### src/rtl/i2c_gain_slave.sv
// I2C target holding the AD9866 TX/RX gain registers, with readback and an ID byte.
// SCL/SDA are synchronised and glitch-filtered; all bus decoding uses the filtered levels.
module i2c_gain_slave #(
  parameter logic [6:0]  I2C_ADDR     = 7'h41,
  parameter int unsigned FILT         = 3,
  parameter logic [3:0]  TX_GAIN_INIT = 4'h0,
  parameter logic [5:0]  RX_GAIN_INIT = 6'h00,
  parameter logic [7:0]  ID_BYTE      = 8'hA5
) (
  input  logic       clk,
  input  logic       rst,
  input  logic       scl_i,
  input  logic       sda_i,
  output logic       sda_oe,
  output logic [3:0] i2c_tx_gain_reg,
  output logic [5:0] i2c_rx_gain_reg,
  output logic       i2c_tx_gain_update_req,
  output logic       i2c_rx_gain_update_req
);

  typedef enum logic [3:0] {
    IDLE, ADDR, ADDR_ACK, REG, REG_ACK, WDATA, WDATA_ACK, RDATA, RDATA_ACK, IGNORE
  } state_t;

  localparam logic [3:0] FILT_M1 = 4'(FILT - 1);

  logic       scl_s1_q, scl_s1_d, scl_s2_q, scl_s2_d;
  logic       sda_s1_q, sda_s1_d, sda_s2_q, sda_s2_d;
  logic       scl_f_q, scl_f_d, sda_f_q, sda_f_d;
  logic [3:0] scl_cnt_q, scl_cnt_d, sda_cnt_q, sda_cnt_d;

  state_t     state_q, state_d;
  logic [2:0] bit_cnt_q, bit_cnt_d;
  logic [7:0] shift_q, shift_d;
  logic [7:0] rd_q, rd_d;
  logic [1:0] ptr_q, ptr_d;
  logic       rw_q, rw_d;
  logic [3:0] tx_q, tx_d;
  logic [5:0] rx_q, rx_d;
  logic       tx_req_q, tx_req_d;
  logic       rx_req_q, rx_req_d;
  logic       sda_oe_q, sda_oe_d;

  logic       scl_rise, scl_fall, start_det, stop_det;
  logic [7:0] byte_in;
  logic [7:0] rd_first;

  function automatic logic [7:0] rd_map(input logic [1:0] p, input logic [3:0] tx,
                                        input logic [5:0] rx);
    logic [7:0] v;
    case (p)
      2'd0:    v = {4'h0, tx};
      2'd1:    v = {2'b00, rx};
      2'd2:    v = ID_BYTE;
      default: v = 8'h00;
    endcase
    return v;
  endfunction

  // Synchronisers and filters: a level flips only after FILT consecutive differing samples.
  always_comb begin
    scl_s1_d  = scl_i;
    scl_s2_d  = scl_s1_q;
    sda_s1_d  = sda_i;
    sda_s2_d  = sda_s1_q;
    scl_f_d   = scl_f_q;
    scl_cnt_d = 4'd0;
    sda_f_d   = sda_f_q;
    sda_cnt_d = 4'd0;
    if (scl_s2_q != scl_f_q) begin
      if (scl_cnt_q == FILT_M1) scl_f_d = scl_s2_q;
      else                      scl_cnt_d = scl_cnt_q + 4'd1;
    end
    if (sda_s2_q != sda_f_q) begin
      if (sda_cnt_q == FILT_M1) sda_f_d = sda_s2_q;
      else                      sda_cnt_d = sda_cnt_q + 4'd1;
    end
  end

  assign scl_rise  = scl_f_d & ~scl_f_q;
  assign scl_fall  = ~scl_f_d & scl_f_q;
  assign start_det = ~sda_f_d & sda_f_q & scl_f_q & scl_f_d;
  assign stop_det  = sda_f_d & ~sda_f_q & scl_f_q & scl_f_d;
  assign byte_in   = {shift_q[6:0], sda_f_q};
  assign rd_first  = rd_map(ptr_q, tx_q, rx_q);

  always_comb begin
    state_d   = state_q;
    bit_cnt_d = bit_cnt_q;
    shift_d   = shift_q;
    rd_d      = rd_q;
    ptr_d     = ptr_q;
    rw_d      = rw_q;
    tx_d      = tx_q;
    rx_d      = rx_q;
    tx_req_d  = 1'b0;
    rx_req_d  = 1'b0;
    sda_oe_d  = sda_oe_q;
    if (stop_det) begin
      state_d  = IDLE;
      sda_oe_d = 1'b0;
    end else if (start_det) begin
      state_d   = ADDR;
      bit_cnt_d = 3'd0;
      sda_oe_d  = 1'b0;
    end else begin
      case (state_q)
        ADDR, REG, WDATA: begin
          if (scl_rise) begin
            shift_d   = byte_in;
            bit_cnt_d = bit_cnt_q + 3'd1;
            if (bit_cnt_q == 3'd7) begin
              if (state_q == ADDR) begin
                if (byte_in[7:1] == I2C_ADDR) begin
                  state_d = ADDR_ACK;
                  rw_d    = byte_in[0];
                end else begin
                  state_d = IGNORE;
                end
              end else if (state_q == REG) begin
                ptr_d   = byte_in[1:0];
                state_d = REG_ACK;
              end else begin
                case (ptr_q)
                  2'd0: begin tx_d = byte_in[3:0]; tx_req_d = 1'b1; end
                  2'd1: begin rx_d = byte_in[5:0]; rx_req_d = 1'b1; end
                  default: ;
                endcase
                ptr_d   = ptr_q + 2'd1;
                state_d = WDATA_ACK;
              end
            end
          end
        end
        // First fall after the byte asserts the ACK; the next fall ends the ACK slot.
        ADDR_ACK, REG_ACK, WDATA_ACK: begin
          if (scl_fall) begin
            if (!sda_oe_q) begin
              sda_oe_d = 1'b1;
            end else if (state_q == ADDR_ACK && rw_q) begin
              state_d   = RDATA;
              bit_cnt_d = 3'd0;
              rd_d      = rd_first;
              sda_oe_d  = ~rd_first[7];
            end else begin
              state_d   = (state_q == ADDR_ACK) ? REG : WDATA;
              bit_cnt_d = 3'd0;
              sda_oe_d  = 1'b0;
            end
          end
        end
        RDATA: begin
          if (scl_rise) begin
            bit_cnt_d = bit_cnt_q + 3'd1;
            if (bit_cnt_q == 3'd7) state_d = RDATA_ACK;
          end else if (scl_fall) begin
            sda_oe_d = ~rd_q[3'd7 - bit_cnt_q];
          end
        end
        RDATA_ACK: begin
          if (scl_fall) begin
            sda_oe_d = 1'b0;
          end else if (scl_rise) begin
            if (!sda_f_q) begin
              ptr_d     = ptr_q + 2'd1;
              rd_d      = rd_map(ptr_q + 2'd1, tx_q, rx_q);
              bit_cnt_d = 3'd0;
              state_d   = RDATA;
            end else begin
              state_d = IGNORE;
            end
          end
        end
        IGNORE:  sda_oe_d = 1'b0;
        default: ;
      endcase
    end
  end

  always_ff @(posedge clk) begin
    if (rst) begin
      scl_s1_q  <= 1'b1;
      scl_s2_q  <= 1'b1;
      sda_s1_q  <= 1'b1;
      sda_s2_q  <= 1'b1;
      scl_f_q   <= 1'b1;
      sda_f_q   <= 1'b1;
      scl_cnt_q <= 4'd0;
      sda_cnt_q <= 4'd0;
      state_q   <= IDLE;
      bit_cnt_q <= 3'd0;
      shift_q   <= 8'd0;
      rd_q      <= 8'd0;
      ptr_q     <= 2'd0;
      rw_q      <= 1'b0;
      tx_q      <= TX_GAIN_INIT;
      rx_q      <= RX_GAIN_INIT;
      tx_req_q  <= 1'b0;
      rx_req_q  <= 1'b0;
      sda_oe_q  <= 1'b0;
    end else begin
      scl_s1_q  <= scl_s1_d;
      scl_s2_q  <= scl_s2_d;
      sda_s1_q  <= sda_s1_d;
      sda_s2_q  <= sda_s2_d;
      scl_f_q   <= scl_f_d;
      sda_f_q   <= sda_f_d;
      scl_cnt_q <= scl_cnt_d;
      sda_cnt_q <= sda_cnt_d;
      state_q   <= state_d;
      bit_cnt_q <= bit_cnt_d;
      shift_q   <= shift_d;
      rd_q      <= rd_d;
      ptr_q     <= ptr_d;
      rw_q      <= rw_d;
      tx_q      <= tx_d;
      rx_q      <= rx_d;
      tx_req_q  <= tx_req_d;
      rx_req_q  <= rx_req_d;
      sda_oe_q  <= sda_oe_d;
    end
  end

  assign sda_oe                 = sda_oe_q;
  assign i2c_tx_gain_reg        = tx_q;
  assign i2c_rx_gain_reg        = rx_q;
  assign i2c_tx_gain_update_req = tx_req_q;
  assign i2c_rx_gain_update_req = rx_req_q;

endmodule

### config.mk
export PLATFORM = sky130hd
export DESIGN_NAME = i2c_gain_slave
export DESIGN_NICKNAME = d
export VERILOG_FILES = /design/src/rtl/i2c_gain_slave.sv
export SDC_FILE = /design/constraint.sdc
export NUM_CORES = 1
export LEC_CHECK = 0
export BUFFER_PORTS_ARGS = -buffer_cell sky130_fd_sc_hd__buf_4
export CORE_ASPECT_RATIO = 1.4
export CORE_UTILIZATION = 60
export CTS_CLUSTER_SIZE = 8
export DETAILED_ROUTE_END_ITERATION = 10
export MAX_ROUTING_LAYER = met4
export PLACE_DENSITY_LB_ADDON = 0.12
export SETUP_SLACK_MARGIN = 0.05
export SLEW_MARGIN = 20
export SYNTH_ARGS = -nofsm -noshare
export SYNTH_HDL_FRONTEND = slang
export SYNTH_SLANG_ARGS = --single-unit
export TNS_END_PERCENT = 10
### constraint.sdc
create_clock -name clk -period 3.63 [get_ports clk]
set_clock_uncertainty 0.1 [all_clocks]
set_input_delay 0.9075 -clock clk [delete_from_list [all_inputs] [get_ports clk]]
set_output_delay 0.9075 -clock clk [all_outputs]
set_load 0.03 [all_outputs]
==> flow_summary.toml <==
[run_status]
run_status = "completed"

[drt]
wl_um = 5827
dr_total_vias = 2264
drtIter0Drc = 103
drt_first_pass_iters = 4
drt-wirelength-per-cell_um = 15.06
viasPerCell = 5.850
ant_nets = 0
drc = 0

[setup_path]
crit_arrival_ps = 2620
crit_fanout = 11
reg2reg_depth = 7
crit_type = "reg -> reg"
crit_path_end_kind = "register"
startpoint_type = "register"
cp.required_ps = 3730
regToRegSetupSlack_ps = 1120

[final_layout]
nFillCells = 367
area_delta_synth_final_pct = 7.836
fin_cells = 387
finalNetCount = 343
antenna_cells = 0
drive_gt1_share_pct = 11.62

[clock_network]
root_buffer = "clkbuf_8"
post_cts_buffers = 0
path_clk_slew_ps = 90
clock_path_buffers = 2
cts_resized = 0
cts_sinks = 51
cts_tree = "done"
ctsHtreeMaxLevel = 2
cts_hold_buf = 0
clk_latency_ps = 300
cts_buffers = 5

[floorplanning]
die_x_um = 59.18
rows = 28
io_pins = 17
die_h_um = 82.05
die_area_um2 = 4856
core_area_um2 = 4309
initial_core_util_pct = 63.73

[pwr]
leakagePower_nw = 1.168
peakVddDrop_mv = 0.2629
total_power_uw = 895.8
power.density_nw_per_um2 = 302.5

[synthesis]
ys_ff_latch = 51
synth_top_cells_by_count = "dfxtp_1, nor2_1, nand2_1"
synth_edf_count = 0
synth_top_area_share_pct = 37.18
syn-instance-count = 319
yosysMostFrequentCell = "dfxtp_1"
synth.area.top_cells = "dfxtp_1, mux2i_1, nor2_1"
synth_top_cell_by_area = "dfxtp_1"
syn_area_per_cell_um2 = 8.609
ys_warn_count = 0
synth_ff_type = "dfxtp_1"
syn_area_um2 = 2746
synth_nets = 336
yosys.cell_types.count = 56
ys_seq_area_share_pct = 37.18
synth-async-reset-ratio_pct = 0

[timing]
post-route-period-util_pct = 69.23
finalSetupViolCount = 0
setup_tns_ps = 0
clock.fmax_ghz = 0.3979
tightest_slew_ps = 823.9
period_needed_ps = 2513
hold_viol = 0
worst_slew_margin_rel_pct = 44.71
slew_viol_final = 0
holdWs_ps = 318.4
grt_setup_unrepaired = "false"

[placed_design]
place.port_buffers = 16
routabilityCongestion = 0.9413
hpwl_um = 4305
dpl.cell_count = 379

[min_path]
hold_path_depth = 1
min_path_type = "reg -> reg"

[global_route]
track_usage_pct = 26.62
grt_first_pass_wirelength_um = 9425
grt_pass1_vias = 2086
overflow = 0
grt_max_degree = 40
antenna_found_initial = 0

[flow_run]
cap_violations = 0
==> critical path, stage by stage (launching register included) <==
cell and delay [ps]:
dfxtp_1 340, inv_1 60, ha_1 200, or4b_1 560, nand4_1 240, and4_1 470, a21oi_1 120, a311oi_1 300
==> through the flow <==
stage	worst slack [ps]	area [µm²]	util [%]
floorplan	1537	2746	-
global placement	1232	2877	66.75
detailed placement	1158	2877	66.75
CTS	1133	2962	68.73
global route	975.5	2962	68.73
finish	1117	2962	68.73
==> kinds of logic (layout without fill, tap and decap cells) <==
kind of cell,Yosys count,after routing,share of synthesized area (%)
compound gates,60,60,15.03
xor+xnor,8,8,2.551
fa+ha+maj,13,13,5.923
buf+inv,27,35,4.145
flops,51,51,37.18
mux,24,24,9.248
simple gates,136,136,25.92
==> report_power, final <==
group | internal (mW) | switching (mW) | leakage [nW]
Combinational | 0.00612 | 0.0114 | 0.715
Sequential | 0.562 | 0.00255 | 0.412
Clock | 0.135 | 0.179 | 0.0412
Total | 0.703 | 0.193 | 1.17
==> placed cells by master, fill, tap and decap left out, types with 4 or more instances in the layout <==
cell,n
and2_1,4
ha_1,13
nor2_1,46
mux2i_1,22
nand3b_1,5
inv_1,9
nor4_1,4
nand2_1,23
nor3_1,4
xnor2_1,5
nand4_1,5
buf_4,18
a311oi_1,6
nand2b_1,7
or2_2,4
a211oi_1,5
dfxtp_1,51
nand3_1,10
clkbuf_8,5
o21ai_0,10
a21oi_1,14
nor2b_1,4
==> path summary, 6_finish.rpt <==
| path | from | end |
|---|---|---|
| worst min-delay path | sda_s1_q$_SDFF_PP1_ | sda_s2_q$_SDFF_PP1_ |
| worst max register to register | scl_cnt_q[0]$_SDFF_PP0_ | rd_q[2]$_SDFFE_PP0P_ |
| worst min register to register | sda_s1_q$_SDFF_PP1_ | sda_s2_q$_SDFF_PP1_ |
| worst max-delay path | scl_cnt_q[0]$_SDFF_PP0_ | rd_q[2]$_SDFFE_PP0P_ |
==> metal layers <==
metal	track usage, %	part of all wire [%]
met3	4.567	3.2
met2	47.08	52
met1	27.97	43
met4	13.33	2.6
met5	-	0
==> area by class of cell <==
type	count	area [µm²]	share of cell area, %
timing repair buffer	18	135.1	4.563
sequential	51	1021	34.47
clock buffer	6	72.57	2.450
tap	60	75.07	2.535
clock inverter	2	12.51	0.4225
inverter	9	33.78	1.141
multi-input combinational	241	1612	54.42
(Power assumes the default switching activity.)
